### src/rtl/cpu_fetch.sv
// Instruction fetch unit: reads a 1-3 byte instruction from byte-wide memory and presents it with a valid/ready handshake.
// Optional macro FETCH_ILLEGAL_TRAP_EN: cc=11 opcodes are flagged illegal and held in VALID until pc_load or rst.
module cpu_fetch #(
  parameter logic [15:0] RESET_PC = 16'h0200
) (
  input  logic        clk,
  input  logic        rst,
  output logic [15:0] mem_addr,
  output logic        mem_rd,
  input  logic [7:0]  mem_rdata,
  input  logic        pc_load,
  input  logic [15:0] pc_load_value,
  output logic        instr_valid,
  input  logic        instr_ready,
  output logic [7:0]  opcode,
  output logic [15:0] operand,
  output logic [15:0] instr_pc,
  output logic [1:0]  instr_len,
  output logic        instr_illegal
);

  typedef enum logic [2:0] {
    FETCH_OP,
    WAIT_OP,
    WAIT_LO,
    WAIT_HI,
    VALID
  } state_t;

  state_t      r_state;
  logic [15:0] r_pc;
  logic [7:0]  r_opcode;
  logic [15:0] r_operand;
  logic [15:0] r_instr_pc;
  logic [1:0]  r_len;
  logic        r_illegal;
  logic        r_valid;

  logic [1:0]  w_op_len;
  logic        w_op_illegal;

  // Length from the {aaa,bbb,cc} opcode fields.
  function automatic logic [1:0] decode_len(input logic [7:0] op);
    logic [1:0] len;
    len = 2'd1;
    case (op[1:0])
      2'b01: len = (op[4:2] inside {3'b011, 3'b110, 3'b111}) ? 2'd3 : 2'd2;
      2'b10: begin
        if (op[4:2] inside {3'b011, 3'b111})              len = 2'd3;
        else if (op[4:2] inside {3'b000, 3'b001, 3'b101}) len = 2'd2;
        else                                              len = 2'd1;
      end
      2'b00: begin
        if (op[4:2] == 3'b000) begin
          if (op == 8'h20)                          len = 2'd3;
          else if (op inside {8'h00, 8'h40, 8'h60}) len = 2'd1;
          else                                      len = 2'd2;
        end
        else if (op[4:2] inside {3'b011, 3'b111}) len = 2'd3;
        else if (op[4:2] inside {3'b010, 3'b110}) len = 2'd1;
        else                                      len = 2'd2;
      end
      default: len = 2'd1;
    endcase
    return len;
  endfunction

  assign w_op_len = decode_len(mem_rdata);

`ifdef FETCH_ILLEGAL_TRAP_EN
  assign w_op_illegal = (mem_rdata[1:0] == 2'b11);
`else
  assign w_op_illegal = 1'b0;
`endif

  // Read strobe is combinational so a redirect or reset suppresses it in the same cycle.
  always_comb begin
    // NOTE: every output gets a default first so no path through the case infers a latch.
    mem_rd   = 1'b0;
    mem_addr = r_pc;
    case (r_state)
      FETCH_OP: mem_rd = 1'b1;
      WAIT_OP: begin
        mem_addr = r_pc + 16'd1;
        mem_rd   = (w_op_len != 2'd1);
      end
      WAIT_LO: begin
        mem_addr = r_pc + 16'd2;
        mem_rd   = (r_len == 2'd3);
      end
      default: ;
    endcase
    if (rst || pc_load) mem_rd = 1'b0;
  end

  // NOTE: state registers use non-blocking assignments so every register samples pre-edge values.
  always_ff @(posedge clk) begin
    if (rst) begin
      r_state    <= FETCH_OP;
      r_pc       <= RESET_PC;
      r_opcode   <= 8'h00;
      r_operand  <= 16'h0000;
      r_instr_pc <= 16'h0000;
      r_len      <= 2'd0;
      r_illegal  <= 1'b0;
      r_valid    <= 1'b0;
    end
    else if (pc_load) begin
      r_pc    <= pc_load_value;
      r_state <= FETCH_OP;
      r_valid <= 1'b0;
    end
    else begin
      case (r_state)
        FETCH_OP: begin
          r_operand <= 16'h0000;
          r_state   <= WAIT_OP;
        end
        WAIT_OP: begin
          r_opcode   <= mem_rdata;
          r_len      <= w_op_len;
          r_illegal  <= w_op_illegal;
          r_instr_pc <= r_pc;
          if (w_op_len == 2'd1) begin
            r_state <= VALID;
            r_valid <= 1'b1;
          end
          else begin
            r_state <= WAIT_LO;
          end
        end
        WAIT_LO: begin
          r_operand[7:0] <= mem_rdata;
          if (r_len == 2'd3) begin
            r_state <= WAIT_HI;
          end
          else begin
            r_state <= VALID;
            r_valid <= 1'b1;
          end
        end
        WAIT_HI: begin
          r_operand[15:8] <= mem_rdata;
          r_state         <= VALID;
          r_valid         <= 1'b1;
        end
        VALID: begin
          // An illegal opcode parks here until redirected.
          if (instr_ready && !r_illegal) begin
            r_pc    <= r_pc + {14'd0, r_len};
            r_state <= FETCH_OP;
            r_valid <= 1'b0;
          end
        end
        default: begin
          r_state <= FETCH_OP;
          r_valid <= 1'b0;
        end
      endcase
    end
  end

  assign instr_valid   = r_valid;
  assign opcode        = r_opcode;
  assign operand       = r_operand;
  assign instr_pc      = r_instr_pc;
  assign instr_len     = r_len;
  assign instr_illegal = r_illegal;

endmodule

### config.mk
export PLATFORM = sky130hd
export DESIGN_NAME = cpu_fetch
export DESIGN_NICKNAME = d
export VERILOG_FILES = /design/src/rtl/cpu_fetch.sv
export SDC_FILE = /design/constraint.sdc
export NUM_CORES = 1
export LEC_CHECK = 0
export CORE_ASPECT_RATIO = 1.2
export CORE_UTILIZATION = 43
export CTS_CLUSTER_DIAMETER = 200
export CTS_CLUSTER_SIZE = 25
export DETAILED_ROUTE_END_ITERATION = 8
export GPL_ROUTABILITY_DRIVEN = 0
export GPL_TIMING_DRIVEN = 0
export HOLD_SLACK_MARGIN = 0.05
export PLACE_DENSITY = 0.78
export SYNTH_ARGS = -nofsm -noshare
export SYNTH_HDL_FRONTEND = slang
export SYNTH_SLANG_ARGS = --single-unit
### constraint.sdc
create_clock -name clk -period 1.85 [get_ports clk]
set_input_delay 0.2775 -clock clk [delete_from_list [all_inputs] [get_ports clk]]
set_output_delay 0.2775 -clock clk [all_outputs]
set_load 0.1 [all_outputs]
# After elaboration in Yosys (flattened, before gate mapping)
# Index checks and enable logic that the tools add are counted.
classes:
  addsub: 3
  eq_ne: 21
  n_mux: 25
  bitwise_logic: 2
  n_reduce_logical: 20
ops:
  columns: ["op", "count"]
  rows:
  - ["$mux W16", 3]
  - ["$pmux W16 S2", 1]
  - ["$pmux W8 S2", 2]
  - ["$add A16 B1 Y16 const B", 1]
  - ["$add A16 B2 Y16", 1]
  - ["$add A16 B2 Y16 const B", 1]
  - ["$eq A8 B7 Y1 const B", 2]
  - ["$pmux W3 S5", 1]
  - ["$mux W2", 7]
  - ["$eq A3 B2 Y1 const B", 4]
  - ["$eq A3 B3 Y1 const B", 4]
  - ["$reduce_bool A2 Y1", 6]
  - ["$mux W3", 3]
  - ["$reduce_bool A3 Y1", 3]
  - ["$eq A8 B6 Y1 const B", 1]
  - ["$logic_not A8 Y1", 1]
  - ["$reduce_and A2 Y1", 4]
  - ["$eq A3 B1 Y1 const B", 2]
  - ["$logic_not A3 Y1", 2]
  - ["$ne A2 B2 Y1 const B", 3]
  - ["$pmux W2 S3", 1]
  - ["$mux W1", 5]
  - ["$pmux W1 S5", 1]
  - ["$eq A2 B1 Y1 const B", 2]
  - ["8 further kinds", 10]
word_totals:
  out_inout_bits: 61
  inputBits: 28
  word_cells: 79
  ff_bits: 62

# Logic depth before layout (Yosys ltp)
# Gate-level depths: netlist (run 1).
logic_depth:
  word_depth: 9
  ltp_mapped: 7
  mapped_depth_nobuf: 7

# Worst setup path before layout (run 1)
# Ideal clock, no wire load.
synth_timing:
  path_kind: "register to output"
  startpoint: "reg r_state[2]"
  endpoint: "out mem_addr[2]"
  stages_incl_launch_ff: 7
  path_slack_ps: -1795
  arrival_ps: 3368
  required_ps: 1572
  path_buffers: 2
  cell_sequence: "dfxtp_1 buf_2 buf_1 nor2_1 a21oi_1 nor2_1 a311oi_1"
synth_between:
  elab_chain_cells: 2
  elab_cells_between_ends: 3
  classes_between: "eq/ne (2); mux (1)"
synth_rtl:
  columns: ["item", "line_no", "rtl"]
  rows:
  - ["start: declaration", "30", "state_t r_state;"]
  - ["start signal: assignment", "99", "r_state <= FETCH_OP;"]
  - ["start signal: assignment", "110", "r_state <= FETCH_OP;"]
  - ["start signal: assignment", "117", "r_state <= WAIT_OP;"]
  - ["$eq A3 B2 Y1 / $eq A3 B1 Y1 (equally long branches)", "81", "case (r_state)"]
  - ["$pmux W16 S2 (*)", "81", null]
  - ["end: declaration", "8", "output logic [15:0] mem_addr,"]
# Every way passes the cells marked *; elsewhere a longest branch is shown, timed or not.

# Worst setup path in the final report (run 1)
layout_timing:
  startpoint: "reg r_pc[4]"
  endpoint: "out mem_addr[15]"
layout_between:
  elab_chain_cells: 2
  elab_cells_between_ends: 3
  classes_between: "add/sub (2); mux (1)"
layout_rtl:
  columns: ["item", "line_no", "rtl"]
  rows:
  - ["start: declaration", "31", "logic [15:0] r_pc;"]
  - ["start signal: assignment", "109", "r_pc <= pc_load_value;"]
  - ["start signal: assignment", "150", "r_pc <= r_pc + {14'd0, r_len};"]
  - ["$add A16 B2 Y16 / $add A16 B1 Y16 (equally long branches)", "88, 84", null]
  - ["$pmux W16 S2 (*)", "81", null]
# Marks and branches as above.

==> qor.csv, run 1 <==
metric,value,unit
CP max FO,4,
number of global-route vias before repair,3370,
Startpoint Class,flip-flop,
"top cells by area, synth","dfxtp_1, nand2_1, a21oi_1, nor2_1, xor2_1",
overall routed net length,12.0,mm
initial antenna violation count,0,
min-delay src,mem_rdata[4],
Max Freq,434,MHz
Setup-failing EPs final,26,
clock latency on the worst-skew pair,0.36,ns
ant diodes,0,
MaxCap Viol Count,0,
Tcrit/Tclk final,125,%
"Top FF cell, synth",dfxtp_1,
Syn Nets,426,
RSZ-0062 raised after global routing,yes,
synth-to-layout area growth,77.6,%
post-DP HPWL,6.75,mm
count of different cell masters after synthesis,47,
Rows,33,
worst vdd ir,0.614,mV
endpoints failing hold,0,
run status,"finished, violations left",
I/O pin cnt,89,
CTS tree,yes,
GRT Util Overall,29.3,%
max-slew violation count,0,
violated checks,negative setup slack,
CP Class,flip-flop to output port,
CTS Hold Bufs,0,
most frequent cell after synthesis,nand2_1,
Core Box Area,6850,um2
"FF+latch count, synth",62,
leakage power,2.15,nW
Synth warnings,0,
Longest Clk Path Bufs,2,
clock slew at reported path FFs,0.08,ns
# H-tree levels,3,
top post-synthesis cells by count,"nand2_1, dfxtp_1, a21oi_1",
r2r startpoint,r_pc[0],
first-pass GRT wire length,16.6,mm
biggest area consumer among synthesized cells,dfxtp_1,
setup skew after layout,0.0119,ns
ys async rst share,0,%
die area,7480,um2
via/cell ratio,5.75,
sequential cell area fraction in the yosys report,40.4,%
min cycle time layout,2.31,ns
initial DRC count,228,
DR pass1 iterations,6,
Mapped Cells,393,
Routed Antenna Nets,0,
drt wl/cell,19.2,um
top-area cell type share of the netlist area,40.4,%
Post-Place Setup Slack,-1.15,ns
Root Buffer,clkbuf_8,
number of buffers added on ports,84,
grt total ovfl,0,
CP Launch Point,r_pc[4],
layout cells sized above 1,36.1,%
total number of vias,3589,
Slew @ Worst Pin,0.963,ns
cell area after synthesis,3070,um2
Hold Crit Class,input port to flip-flop,
number of buffers created by CTS,9,
DRC Markers,0,
crit path DAT,2.03,ns
CP endpoint kind,output port,
Max-slew headroom,36.0,%
Die Ht,94.6,um
"EDFF count, synth",0,
nets@finish,565,
CP Data Required Time,1.57,ns
"Power, Total",0.00352,W
post-synthesis area per instance,7.81,um2
largest net degree at the start of global routing,13,
Starting Density,44.8,%
die width,79.1,um
setup ws final,-0.457,ns
PwrDens,646,nW/um2
CTS sink count,62,
[registers in the layout (all words and copies together) (netlist names)]
name,count
instr_pc,16
operand,16
r_pc,16
opcode,8
r_state,3
instr_len,2
instr_valid,1
[path summary, 6_finish.rpt]
kind,endpoint,slack (ns),depth (start not counted)
worst min-delay path,opcode[4],0.33,3
worst min register to register,operand[6],0.45,2
worst max-delay path,mem_addr[15],-0.46,7
worst max register to register,r_pc[14],-0.22,8
[critical path, stage by stage (launching register included)]
cell      delay, ns
dfxtp_2        0.33
clkbuf_8       0.15
nand4_4        0.11
or3_4          0.37
nor2_4         0.18
nand3_4        0.12
xnor2_4        0.22
buf_12         0.19
[cell families after synthesis]
| group | share of synthesized area [%] |
|---|---|
| multiplexers | 1.35 |
| AO/OA/AOI/OAI | 17.6 |
| XOR/XNOR | 7.13 |
| other | 0.122 |
| AND/OR/NAND/NOR | 25.9 |
| flip-flops | 40.4 |
| buffers and inverters | 5.22 |
| adder cells (fa/ha/maj) | 2.28 |
[report_power, final]
part / switching [W] / internal (W)
Clock: 0.000609 / 0.000485
Combinational: 0.000631 / 0.000364
Sequential: 0.0000627 / 0.00137
Total: 0.00130 / 0.00222
[cell type report]
| cell class | instances | area (um2) |
|---|---|---|
| flip-flops and latches | 62 | 1280 |
| inverters | 6 | 22.5 |
| clock inverters | 7 | 47.5 |
| plain buffers | 26 | 190 |
| multi-input cells | 294 | 2310 |
| repair buffers | 133 | 1360 |
| fillers | 434 | 1400 |
| well taps | 87 | 109 |
| clock buffers | 9 | 124 |
[layer usage]
layer | global-route usage (%) | share of wire, % | routed length (um) | up-vias
met5 | 0 | 0 | 0 | -
met4 | 12.1 | 3.7 | 448 | 0
met3 | 8.02 | 7.4 | 879 | 44
met2 | 53.4 | 53 | 6300 | 193
met1 | 31.6 | 36 | 4330 | 1729
li1 | - | - | - | 1623
[what timing repair did]
item / 4_1_cts / 5_1_grt
gates resized for setup: 250 / 96
pin swaps: 21 / 32
endpoints found under the setup margin: 81 / 91
endpoints found under the hold margin: 0 / 0
buffers inserted: 28 / 21
[per-stage QoR]
stage / util, % / TNS, ns / cell area (um2) / instances / hold WS, ns
floorplan: - / -2.37 / 3540 / 393 / 0.400
global placement: 65.5 / -17.43 / 4490 / 564 / 0.439
detailed placement: 65.5 / -17.74 / 4490 / 564 / 0.443
CTS: 74.8 / -5.29 / 5130 / 607 / 0.301
global route: 79.5 / -8.12 / 5450 / 624 / 0.342
finish: 79.5 / -6.46 / 5450 / 624 / 0.326
[layout by cell type (no fill, tap or decap), types with 5 or more instances in the layout]
cell             count
a21oi_1             41
dfxtp_2              8
xnor2_1              6
nor2_1              31
dfxtp_1             45
xor2_1               5
a22o_1               8
clkbuf_1            11
nand3_1             11
nand2_1             72
clkdlybuf4s50_1     17
dfxtp_4              9
o21ai_0              5
nor2_4               9
buf_12              18
buf_4               44
dlygate4sd2_1       12
inv_1                5
clkbuf_2             9
a211oi_1             6
buf_6               11
xor2_4               9
clkdlybuf4s15_1     28
clkbuf_8            11
(Power assumes the default switching activity.)
==> run 2: changes to the inputs <==
--- a/config.mk
+++ b/config.mk
@@ -5,10 +5,11 @@
 export SDC_FILE = /design/constraint.sdc
 export NUM_CORES = 1
 export LEC_CHECK = 0
+export CAP_MARGIN = 20
 export CORE_ASPECT_RATIO = 1.2
 export CORE_UTILIZATION = 43
 export CTS_CLUSTER_DIAMETER = 200
-export CTS_CLUSTER_SIZE = 25
+export CTS_CLUSTER_SIZE = 10
 export DETAILED_ROUTE_END_ITERATION = 8
 export GPL_ROUTABILITY_DRIVEN = 0
 export GPL_TIMING_DRIVEN = 0
==> results of run 2 <==
No change in the layout: final DEF, timing and power equal those of run 1.
